**config.mk**
```make
export PLATFORM = sky130hd
export DESIGN_NAME = pixie_dma_front_end_gen
export DESIGN_NICKNAME = d
export VERILOG_FILES = /design/src/rtl/pixie_dma_front_end_gen.sv
export SDC_FILE = /design/constraint.sdc
export NUM_CORES = 1
export LEC_CHECK = 0
export ABC_AREA = 1
export CAP_MARGIN = 20
export CORE_MARGIN = 5
export CORE_UTILIZATION = 53
export DETAILED_ROUTE_END_ITERATION = 16
export PLACE_DENSITY = 0.88
export SLEW_MARGIN = 20
export SYNTH_ARGS = -nofsm -noshare
export SYNTH_HDL_FRONTEND = slang
export SYNTH_SLANG_ARGS = --single-unit
```
**constraint.sdc**
```tcl
create_clock -name clk -period 2.55 [get_ports clk]
set_clock_uncertainty 0.2 [all_clocks]
set_input_delay 0.3825 -clock clk [delete_from_list [all_inputs] [get_ports clk]]
set_output_delay 0.3825 -clock clk [all_outputs]
set_load 0.01 [all_outputs]
```
**src/rtl/pixie_dma_front_end_gen.sv**
```systemverilog
// pixie_dma_front_end_gen
// Parametrised Pixie-style display front end running in the CDP1802 bus clock
// domain. Generates scan-line and frame timing, the display interrupt, the EF
// flag and DMA-out requests, and captures DMA bytes into a frame-buffer write
// port. A runtime vertical-resolution select maps 1/2/4/8 scan lines onto one
// frame-buffer row.
//
// Optional feature macro: PIXIE_DMA_OVERRUN_EN
//   defined   -> dma_overrun is a sticky flag for DMA overrun/underrun per line
//   undefined -> dma_overrun is tied low and no detection logic is built
//
// Ports:
//   clk          CPU bus clock
//   reset        synchronous, active-high reset
//   clk_enable   one-cycle machine-cycle strobe; all state advances only when high
//   sc[1:0]      CPU state code, 2'b10 marks a DMA cycle
//   disp_on      display-enable request
//   disp_off     display-disable request (wins over disp_on)
//   data[7:0]    CPU data bus
//   res_sel[1:0] scan lines per frame-buffer row = 1 << res_sel
//   dmao         DMA-out request
//   INT          interrupt request (two lines before the active window)
//   efx          EF flag (four lines before and last four lines of the window)
//   frame_start  high for line 0, cycle 0
//   mem_addr     frame-buffer write address
//   mem_data     frame-buffer write data
//   mem_wr_en    frame-buffer write enable
//   dma_overrun  sticky DMA overrun/underrun flag
module pixie_dma_front_end_gen #(
    parameter int unsigned CYCLES_PER_LINE = 14,
    parameter int unsigned LINES_PER_FRAME = 262,
    parameter int unsigned ACTIVE_FIRST    = 80,
    parameter int unsigned ACTIVE_LINES    = 128,
    parameter int unsigned BYTES_PER_LINE  = 8,
    parameter int unsigned DMA_START       = 2,
    parameter int unsigned ADDR_W          = 10
) (
    input  logic              clk,
    input  logic              reset,
    input  logic              clk_enable,
    input  logic [1:0]        sc,
    input  logic              disp_on,
    input  logic              disp_off,
    input  logic [7:0]        data,
    input  logic [1:0]        res_sel,
    output logic              dmao,
    output logic              INT,
    output logic              efx,
    output logic              frame_start,
    output logic [ADDR_W-1:0] mem_addr,
    output logic [7:0]        mem_data,
    output logic              mem_wr_en,
    output logic              dma_overrun
);

    localparam int unsigned CYC_W   = (CYCLES_PER_LINE > 1) ? $clog2(CYCLES_PER_LINE) : 1;
    localparam int unsigned LINE_W  = (LINES_PER_FRAME > 1) ? $clog2(LINES_PER_FRAME) : 1;
    localparam int unsigned COL_W   = $clog2(BYTES_PER_LINE + 1);
    localparam int unsigned ACT_END = ACTIVE_FIRST + ACTIVE_LINES;
    localparam int unsigned DMA_END = DMA_START + BYTES_PER_LINE;

    localparam logic [CYC_W-1:0]  CYC_LAST    = CYC_W'(CYCLES_PER_LINE - 1);
    localparam logic [LINE_W-1:0] LINE_LAST   = LINE_W'(LINES_PER_FRAME - 1);
    localparam logic [LINE_W-1:0] ACT_FIRST_L = LINE_W'(ACTIVE_FIRST);
    localparam logic [ADDR_W-1:0] BPL_A       = ADDR_W'(BYTES_PER_LINE);

    logic [CYC_W-1:0]  cyc;
    logic [LINE_W-1:0] line;
    logic [COL_W-1:0]  col;
    logic              disp_req;
    logic              disp_act;
    logic [1:0]        res_lat;

    logic [31:0]       cyc32_c;
    logic [31:0]       line32_c;
    logic              line_end_c;
    logic              frame_end_c;
    logic              frame_pos_c;
    logic              active_c;
    logic              int_c;
    logic              efx_c;
    logic              dma_win_c;
    logic              sample_c;
    logic              write_c;
    logic [LINE_W-1:0] aline_c;
    logic [LINE_W-1:0] row_c;
    logic [ADDR_W-1:0] addr_c;

    // Decode of the current counter position into timing and capture qualifiers
    always_comb begin
        cyc32_c     = 32'(cyc);
        line32_c    = 32'(line);
        line_end_c  = (cyc == CYC_LAST);
        frame_end_c = (line == LINE_LAST);
        frame_pos_c = (cyc == '0) && (line == '0);
        active_c    = (line32_c >= ACTIVE_FIRST) && (line32_c < ACT_END);
        int_c       = disp_act && ((line32_c == ACTIVE_FIRST - 2) || (line32_c == ACTIVE_FIRST - 1));
        efx_c       = ((line32_c >= ACTIVE_FIRST - 4) && (line32_c < ACTIVE_FIRST)) ||
                      ((line32_c >= ACT_END - 4) && (line32_c < ACT_END));
        dma_win_c   = (cyc32_c >= DMA_START) && (cyc32_c < DMA_END);
        sample_c    = (sc == 2'b10) && disp_act && active_c;
        write_c     = sample_c && (32'(col) < BYTES_PER_LINE);
        aline_c     = line - ACT_FIRST_L;
        // Several scan lines share a row; they rewrite the same addresses
        row_c       = aline_c >> res_lat;
        addr_c      = ADDR_W'(row_c) * BPL_A + ADDR_W'(col);
    end

    // Counters, display enable and registered outputs
    always_ff @(posedge clk) begin
        if (reset) begin
            cyc         <= '0;
            line        <= '0;
            col         <= '0;
            disp_req    <= 1'b0;
            disp_act    <= 1'b0;
            res_lat     <= 2'b00;
            dmao        <= 1'b0;
            INT         <= 1'b0;
            efx         <= 1'b0;
            frame_start <= 1'b0;
            mem_wr_en   <= 1'b0;
            mem_addr    <= '0;
            mem_data    <= 8'h00;
        end else if (clk_enable) begin
            if (line_end_c) begin
                cyc  <= '0;
                line <= frame_end_c ? '0 : line + 1'b1;
                col  <= '0;
            end else begin
                cyc <= cyc + 1'b1;
                if (write_c) begin
                    col <= col + 1'b1;
                end
            end

            if (disp_off) begin
                disp_req <= 1'b0;
            end else if (disp_on) begin
                disp_req <= 1'b1;
            end

            // Display enable and resolution only change on frame boundaries
            if (frame_pos_c) begin
                disp_act <= disp_req;
                res_lat  <= res_sel;
            end

            dmao        <= disp_act && active_c && dma_win_c;
            INT         <= int_c;
            efx         <= efx_c;
            frame_start <= frame_pos_c;
            mem_wr_en   <= write_c;
            if (write_c) begin
                mem_addr <= addr_c;
                mem_data <= data;
            end
        end
    end

`ifdef PIXIE_DMA_OVERRUN_EN
    logic [31:0] col_next32_c;
    logic        underrun_c;

    // A line that started DMA but ended short of a full row is an underrun
    always_comb begin
        col_next32_c = 32'(col) + 32'(write_c);
        underrun_c   = line_end_c && (col_next32_c != 32'd0) && (col_next32_c < BYTES_PER_LINE);
    end

    // Sticky flag; a new detection in the same cycle wins over the disp_on clear
    always_ff @(posedge clk) begin
        if (reset) begin
            dma_overrun <= 1'b0;
        end else if (clk_enable) begin
            if ((sample_c && !write_c) || underrun_c) begin
                dma_overrun <= 1'b1;
            end else if (disp_on) begin
                dma_overrun <= 1'b0;
            end
        end
    end
`else
    assign dma_overrun = 1'b0;
`endif

endmodule

```
==> results.py, run 1 <==
metrics = {
    "worst_setup_path": {
        "reg2reg_depth": 14,
        "arrival_ns": 2.27,
        "crit_chain": "inv_2, o21ai_0, a21oi_1, a21oi_1, ha_1, ha_1, inv_1, nor2_1, nand2_1, nor2_1, nand3_1, nand3_1, nand2_1, inv_1",
        "path_class": "reg2reg",
        "r2r-end": "mem_addr[9]",
        "slowest_delay_ns": 0.49,
        "cpMaxStageDelayCell": "dfxtp_1",
        "crit_path_end_kind": "flip-flop",
        "rrSetupSlack_ns": 0.35,
        "required_ns": 2.61,
        "crit_path_start_kind": "flip-flop",
        "critPathMaxFanout": 12,
        "r2r_start": "res_lat[1]",
    },
    "power_and_ir_drop": {
        "ir_worst_vdd_uv": 327,
        "internal_power_uw": 1060,
        "p_comb_share_pct": 9.8,
        "power.density_mw_per_mm2": 477,
        "seqPwrFrac_pct": 50.4,
        "swShare_pct": 25.3,
        "leakage_uw": 0.00121,
        "switchingPower_uw": 358,
        "pwr-share-clk_pct": 39.8,
    },
    "timing": {
        "tns_ns": 0,
        "finalCriticalPeriod_ns": 2.20,
        "setup_violations": 0,
        "finalHoldViolCount": 0,
        "hold_ws_ns": 0.270,
        "finalCritPeriodShare_pct": 86.3,
        "fmaxAchievable_mhz": 454,
        "rsz0062_at_grt": "no",
        "slew_viol_final": 0,
    },
    "yosys": {
        "postSynthCellCount": 337,
        "yosysWarnings": 0,
        "ys.flop_type": "dfxtp_1",
        "ys_top_cells_by_area": "dfxtp_1 36%, nand2_1 11%, nand3_1 6.0%",
        "syn-num-nets": 364,
        "synth_edf_count": 0,
        "synth_top_area_share_pct": 36.1,
        "ys_async_sr_fraction_pct": 0,
        "post-synth-top-count-cell": "nand2_1",
        "ys_seq_area_share_pct": 36.1,
        "syn-mean-instance-area_sq_um": 7.24,
        "ys_seq_elements": 44,
        "mappedNetlistArea_sq_mm": 0.00244,
        "yosysTopAreaCell": "dfxtp_1",
        "synth_common_cells": "73 x nand2_1, 44 x dfxtp_1, 30 x inv_1, 29 x nand3_1, 28 x a21oi_1",
        "ys_types": 39,
    },
    "die": {
        "ios": 41,
        "rows": 24,
        "die_h_microns": 77.8,
        "die-area_sq_mm": 0.00606,
        "design.core.area_sq_mm": 0.00441,
        "start_util_pct": 55.2,
        "die_x_microns": 77.8,
    },
    "worst_hold_path": {
        "hold_start": "mem_data[1]",
        "min_path_cells": 2,
        "min_to": "mem_data[1]",
        "hold_path_class": "reg2reg",
    },
    "finish": {
        "layout-drive-gt1-share_pct": 14.1,
        "nets": 403,
        "syn2layout_area_growth_pct": 21.4,
        "antenna_cells": 0,
    },
    "cts": {
        "worstSkewPairLatency_ns": 0.31,
        "ctsLongestPathBuffers": 2,
        "cts_hold_buf": 0,
        "clk_pin_slew_ns": 0.10,
        "cts_tree": "built",
        "cts_root_buf": "clkbuf_8",
        "h-tree-depth": 2,
        "clock-sinks": 44,
        "cts_made_buffers": 5,
    },
    "global_routing": {
        "grt_usage_pct": 19.6,
        "grt_pass1_vias": 2202,
        "antenna_found_initial": 0,
        "overflow": 0,
        "grt_max_degree": 26,
        "grt_first_pass_wirelength_mm": 9.86,
    },
    "outcome": {
        "status": "finished, final reports clean",
    },
    "route": {
        "ant_nets": 0,
        "viasPerCell": 5.35,
        "wl_per_cell_microns": 13.4,
        "wirelength_mm": 5.76,
        "drcViolationCount": 0,
        "first_pass_iters": 4,
        "routed-via-count": 2297,
        "first_iter_violations": 172,
    },
    "place": {
        "port_buffers": 39,
        "detailed_place_hpwl_mm": 4.26,
        "gp_congestion": 0.860,
    },
    "flow_run": {
        "cap_violations": 0,
    },
}
==> layout by cell type (no fill, tap or decap), drive strengths merged, types with 7 or more instances in the layout <==
cell,netlist,routed
dfxtp,44,44
nor2,26,26
o21ai,22,22
inv,36,37
nand3,30,30
clkdlybuf4s50,0,39
nand2,85,85
nand4,7,7
nor3,7,7
a21oi,39,39
ha,10,10
==> state kept, by name, indices dropped and copies added (netlist names), 2 cells and up <==
name and count:
mem_addr 10, col 4, mem_data 8, res_lat 2, cyc 4, line 9
==> cell type report <==
| type | count | area [sq um] |
|---|---|---|
| fill | 352 | 1450 |
| clock inverter | 3 | 46.3 |
| tap | 52 | 65.1 |
| sequential | 44 | 882 |
| timing repair buffer | 44 | 428 |
| multi-input combinational | 243 | 1330 |
| clock buffer | 5 | 68.8 |
| inverter | 38 | 145 |
==> power by group through the flow <==
stage / clock (uW) / combinational [uW] / sequential (uW)
4_1_cts: 564 / 139 / 711
5_1_grt: 607 / 154 / 715
6_report: 563 / 139 / 712
3_5_place_dp: 0 / 138 / 727
2_1_floorplan: 0 / 92.4 / 721
3_3_place_gp: 0 / 135 / 727
==> cells by family after synthesis <==
logic type,Yosys count,share of synthesized area (%)
AO/OA/AOI/OAI,67,17.0
flip-flops,44,36.1
XOR/XNOR,4,1.44
AND/OR/NAND/NOR,161,30.7
buffers and inverters,50,9.49
adder cells (fa/ha/maj),10,5.13
other,1,0.154
==> critical path, delay by kind of cell, from the launching register on <==
kind / cells / cell delay [ns]
adders and majority gates: 2 / 0.37
and+or+nand+nor: 6 / 0.55
AOI/OAI and AO/OA: 3 / 0.29
DFF: 1 / 0.49
buffers and inverters: 3 / 0.26
==> worst max path at each step <==
stage	from	to	slack (ns)	cells past startpoint
after global placement	clk_enable	line[0]	0.31	8
final	res_lat[1]	mem_addr[9]	0.35	14
after global routing	line[2]	mem_addr[9]	0.04	14
after CTS	res_lat[0]	mem_addr[9]	0.31	14
after floorplan	res_lat[1]	mem_addr[9]	0.53	16
after detailed placement	clk_enable	col[1]	0.26	7
==> layer usage <==
layer	vias up	share of wire, %	track usage [%]
met3	10	5.3	3.94
met5	-	0	0
met4	0	1.5	6.53
li1	1186	-	-
met2	61	50	33.2
met1	1040	43	24.8
==> per-stage QoR <==
stage | cell area (sq um) | total power, uW | setup WS, ns | utilization [%] | std cells
6_report | 2960 | 1410 | 0.348 | 67.1 | 429
5_1_grt | 2960 | 1480 | 0.0412 | 67.1 | 429
4_1_cts | 2960 | 1410 | 0.306 | 67.1 | 429
3_5_place_dp | 2850 | 865 | 0.257 | 64.5 | 421
3_3_place_gp | 2850 | 863 | 0.314 | 64.5 | 421
2_1_floorplan | 2440 | 814 | 0.526 | - | 337
==> repair_timing <==
action	in CTS	in global routing
setup buffers	0	0
resized for setup	0	1
endpoints found under the setup margin	0	1
endpoints found under the hold margin	0	0
Note: power is estimated with default switching activity, not from simulation.
==> run 2, diff against run 1 <==
CORE_ASPECT_RATIO = 1.25   (was not set)
==> run 2 against run 1 <==
Net effect:
- core utilization shrank 0.65 points
- non-clock buffer count is the same
- global-route usage shrank 0.77 points
- combinational power is essentially flat
- sequential share of layout area grew 0.17 points
- cell count grew 1.4%
- critical path depth is the same
- design area shrank 0.72%
- via count shrank 0.48%
- largest cell class unchanged
==> results.py, run 2 (synthesis results as in run 1) <==
metrics = {
    "outcome": {
        "status": "finished, final reports clean",
    },
    "worst_setup_path": {
        "slowest_delay_ns": 0.55,
        "crit_chain": "inv_1, o21ai_0, a21oi_1, a21oi_1, ha_1, ha_1, inv_1, nor2_1, nand2_1, nor2_1, nand3_1, nand3_1, nand2_1, inv_1",
        "worst-path-buf-inv": 3,
        "required_ns": 2.59,
        "crit_path_start_kind": "flip-flop",
        "critPathMaxFanout": 13,
        "crit_top_cell": "inv_1",
        "crit_start": "res_lat[0]",
        "r2r_start": "res_lat[0]",
        "arrival_ns": 2.36,
        "crit_cells": 14,
        "path_delay_family": "simple AND/OR/NAND/NOR gates",
        "path_class": "reg2reg",
        "reg2reg_depth": 14,
        "cpMaxStageDelayCell": "dfxtp_1",
        "worstSetupEndpoint": "mem_addr[9]",
        "r2r-end": "mem_addr[9]",
        "crit_path_end_kind": "flip-flop",
        "rrSetupSlack_ns": 0.23,
    },
    "global_routing": {
        "grt_first_pass_wirelength_mm": 9.38,
        "grt_usage_pct": 18.9,
        "antenna_found_initial": 0,
        "grt_max_degree": 26,
        "overflow": 0,
        "grt_pass1_vias": 2227,
    },
    "finish": {
        "largest_register": "mem_addr",
        "final_common_cell": "nand2_1",
        "layout-drive-gt1-share_pct": 13.8,
        "nets": 403,
        "syn2layout_area_growth_pct": 20.6,
        "antenna_cells": 0,
        "fin_util_pct": 66.4,
        "final_cell_mix": "73 x nand2_1, 44 x dfxtp_1, 39 x clkdlybuf4s50_1",
        "reg_top3": "mem_addr: 10 flops, line: 9 flops, mem_data: 8 flops",
        "largest_reg_flops": 10,
    },
    "timing": {
        "setup_violations": 0,
        "tns_ns": 0,
        "slew_viol_final": 0,
        "finalCritPeriodShare_pct": 90.9,
        "finalHoldViolCount": 0,
        "rsz0062_at_grt": "no",
        "fmaxAchievable_mhz": 431,
        "finalCriticalPeriod_ns": 2.32,
    },
    "place": {
        "detailed_place_hpwl_mm": 4.31,
        "gp_congestion": 0.863,
        "port_buffers": 39,
    },
    "power_and_ir_drop": {
        "leakage_uw": 0.00120,
        "power.density_mw_per_mm2": 435,
        "ir_worst_vdd_uv": 350,
    },
    "route": {
        "wl_per_cell_microns": 12.9,
        "ant_nets": 0,
        "first_pass_iters": 4,
        "drcViolationCount": 0,
        "routed-via-count": 2286,
        "first_iter_violations": 119,
        "wirelength_mm": 5.63,
        "viasPerCell": 5.26,
    },
    "flow_run": {
        "cap_violations": 0,
    },
    "die": {
        "rows": 27,
        "design.core.area_sq_mm": 0.00443,
        "die-area_sq_mm": 0.00607,
        "die_h_microns": 85.8,
        "start_util_pct": 55.1,
        "die_x_microns": 70.7,
        "ios": 41,
    },
    "cts": {
        "cts_hold_buf": 0,
        "postCtsSetupBuffers": 0,
        "cts_made_buffers": 5,
        "clock-sinks": 44,
        "h-tree-depth": 2,
        "cts_tree": "built",
        "cts_resized": 0,
        "worstSkewPairLatency_ns": 0.30,
        "cts_root_buf": "clkbuf_8",
        "clk_pin_slew_ns": 0.08,
        "ctsLongestPathBuffers": 2,
    },
    "worst_hold_path": {
        "hold_path_class": "reg2reg",
    },
}
## run 2: changes by cell type in the layout (fill, tap and decap cells not counted)
cell | before | now
clkinv_2 | 0 | 2
dfxtp_2 | 1 | 0
inv_6 | 1 | 0
clkinv_4 | 0 | 1
bufinv_16 | 1 | 0
dfxtp_1 | 43 | 44
clkinvlp_4 | 1 | 0
## run 2: metrics by stage
step / cells / area (sq um) / hold slack, ns / total power (uW) / setup slack (ns)
after floorplan: 337 / 2440 / 0.269 / 814 / 0.526
after global placement: 427 / 2850 / 0.250 / 862 / 0.338
after detailed placement: 427 / 2850 / 0.256 / 864 / 0.266
after CTS: 435 / 2940 / 0.268 / 1280 / 0.235
after global routing: 435 / 2940 / 0.291 / 1330 / 0.0331
final: 435 / 2940 / 0.265 / 1280 / 0.231
## run 2: report_power, final
part	internal, uW	switching, uW	leakage [uW]
Sequential	698	13.0	0.000356
Clock	191	237	0.0000479
Combinational	61.4	76.8	0.000799
## run 2: worst min-delay path by stage
stage / start / endpoint / slack [ns] / depth (start not counted)
finish: mem_data[3] / mem_data[3] / 0.26 / 2
global route: mem_data[3] / mem_data[3] / 0.29 / 2
CTS: mem_data[3] / mem_data[3] / 0.27 / 2
detailed placement: mem_data[3] / mem_data[3] / 0.26 / 2
global placement: mem_data[0] / mem_data[0] / 0.25 / 2
floorplan: col[1] / mem_addr[1] / 0.27 / 2
## run 2: routing by layer
metal	track usage [%]	share of wire, %	vias to the layer above
met5	0	0	-
met4	9.40	2.6	0
met3	4.45	4.7	12
met2	34.7	50	53
met1	20.0	43	1041
li1	-	-	1180
## run 2: final cells by class
class,count,area (sq um)
Inverter,38,145
Clock buffer,5,68.8
Fill cell,386,1490
Multi-Input combinational cell,243,1330
Tap cell,58,72.6
Timing Repair Buffer,44,428
Sequential cell,44,881
Clock inverter,3,18.8
## run 2: worst min-delay path, delay by kind of cell, from the launching register on
kind | cells | cell delay, ns
compound gates | 1 | 0.05
simple gates | 1 | 0.06
flops | 1 | 0.31
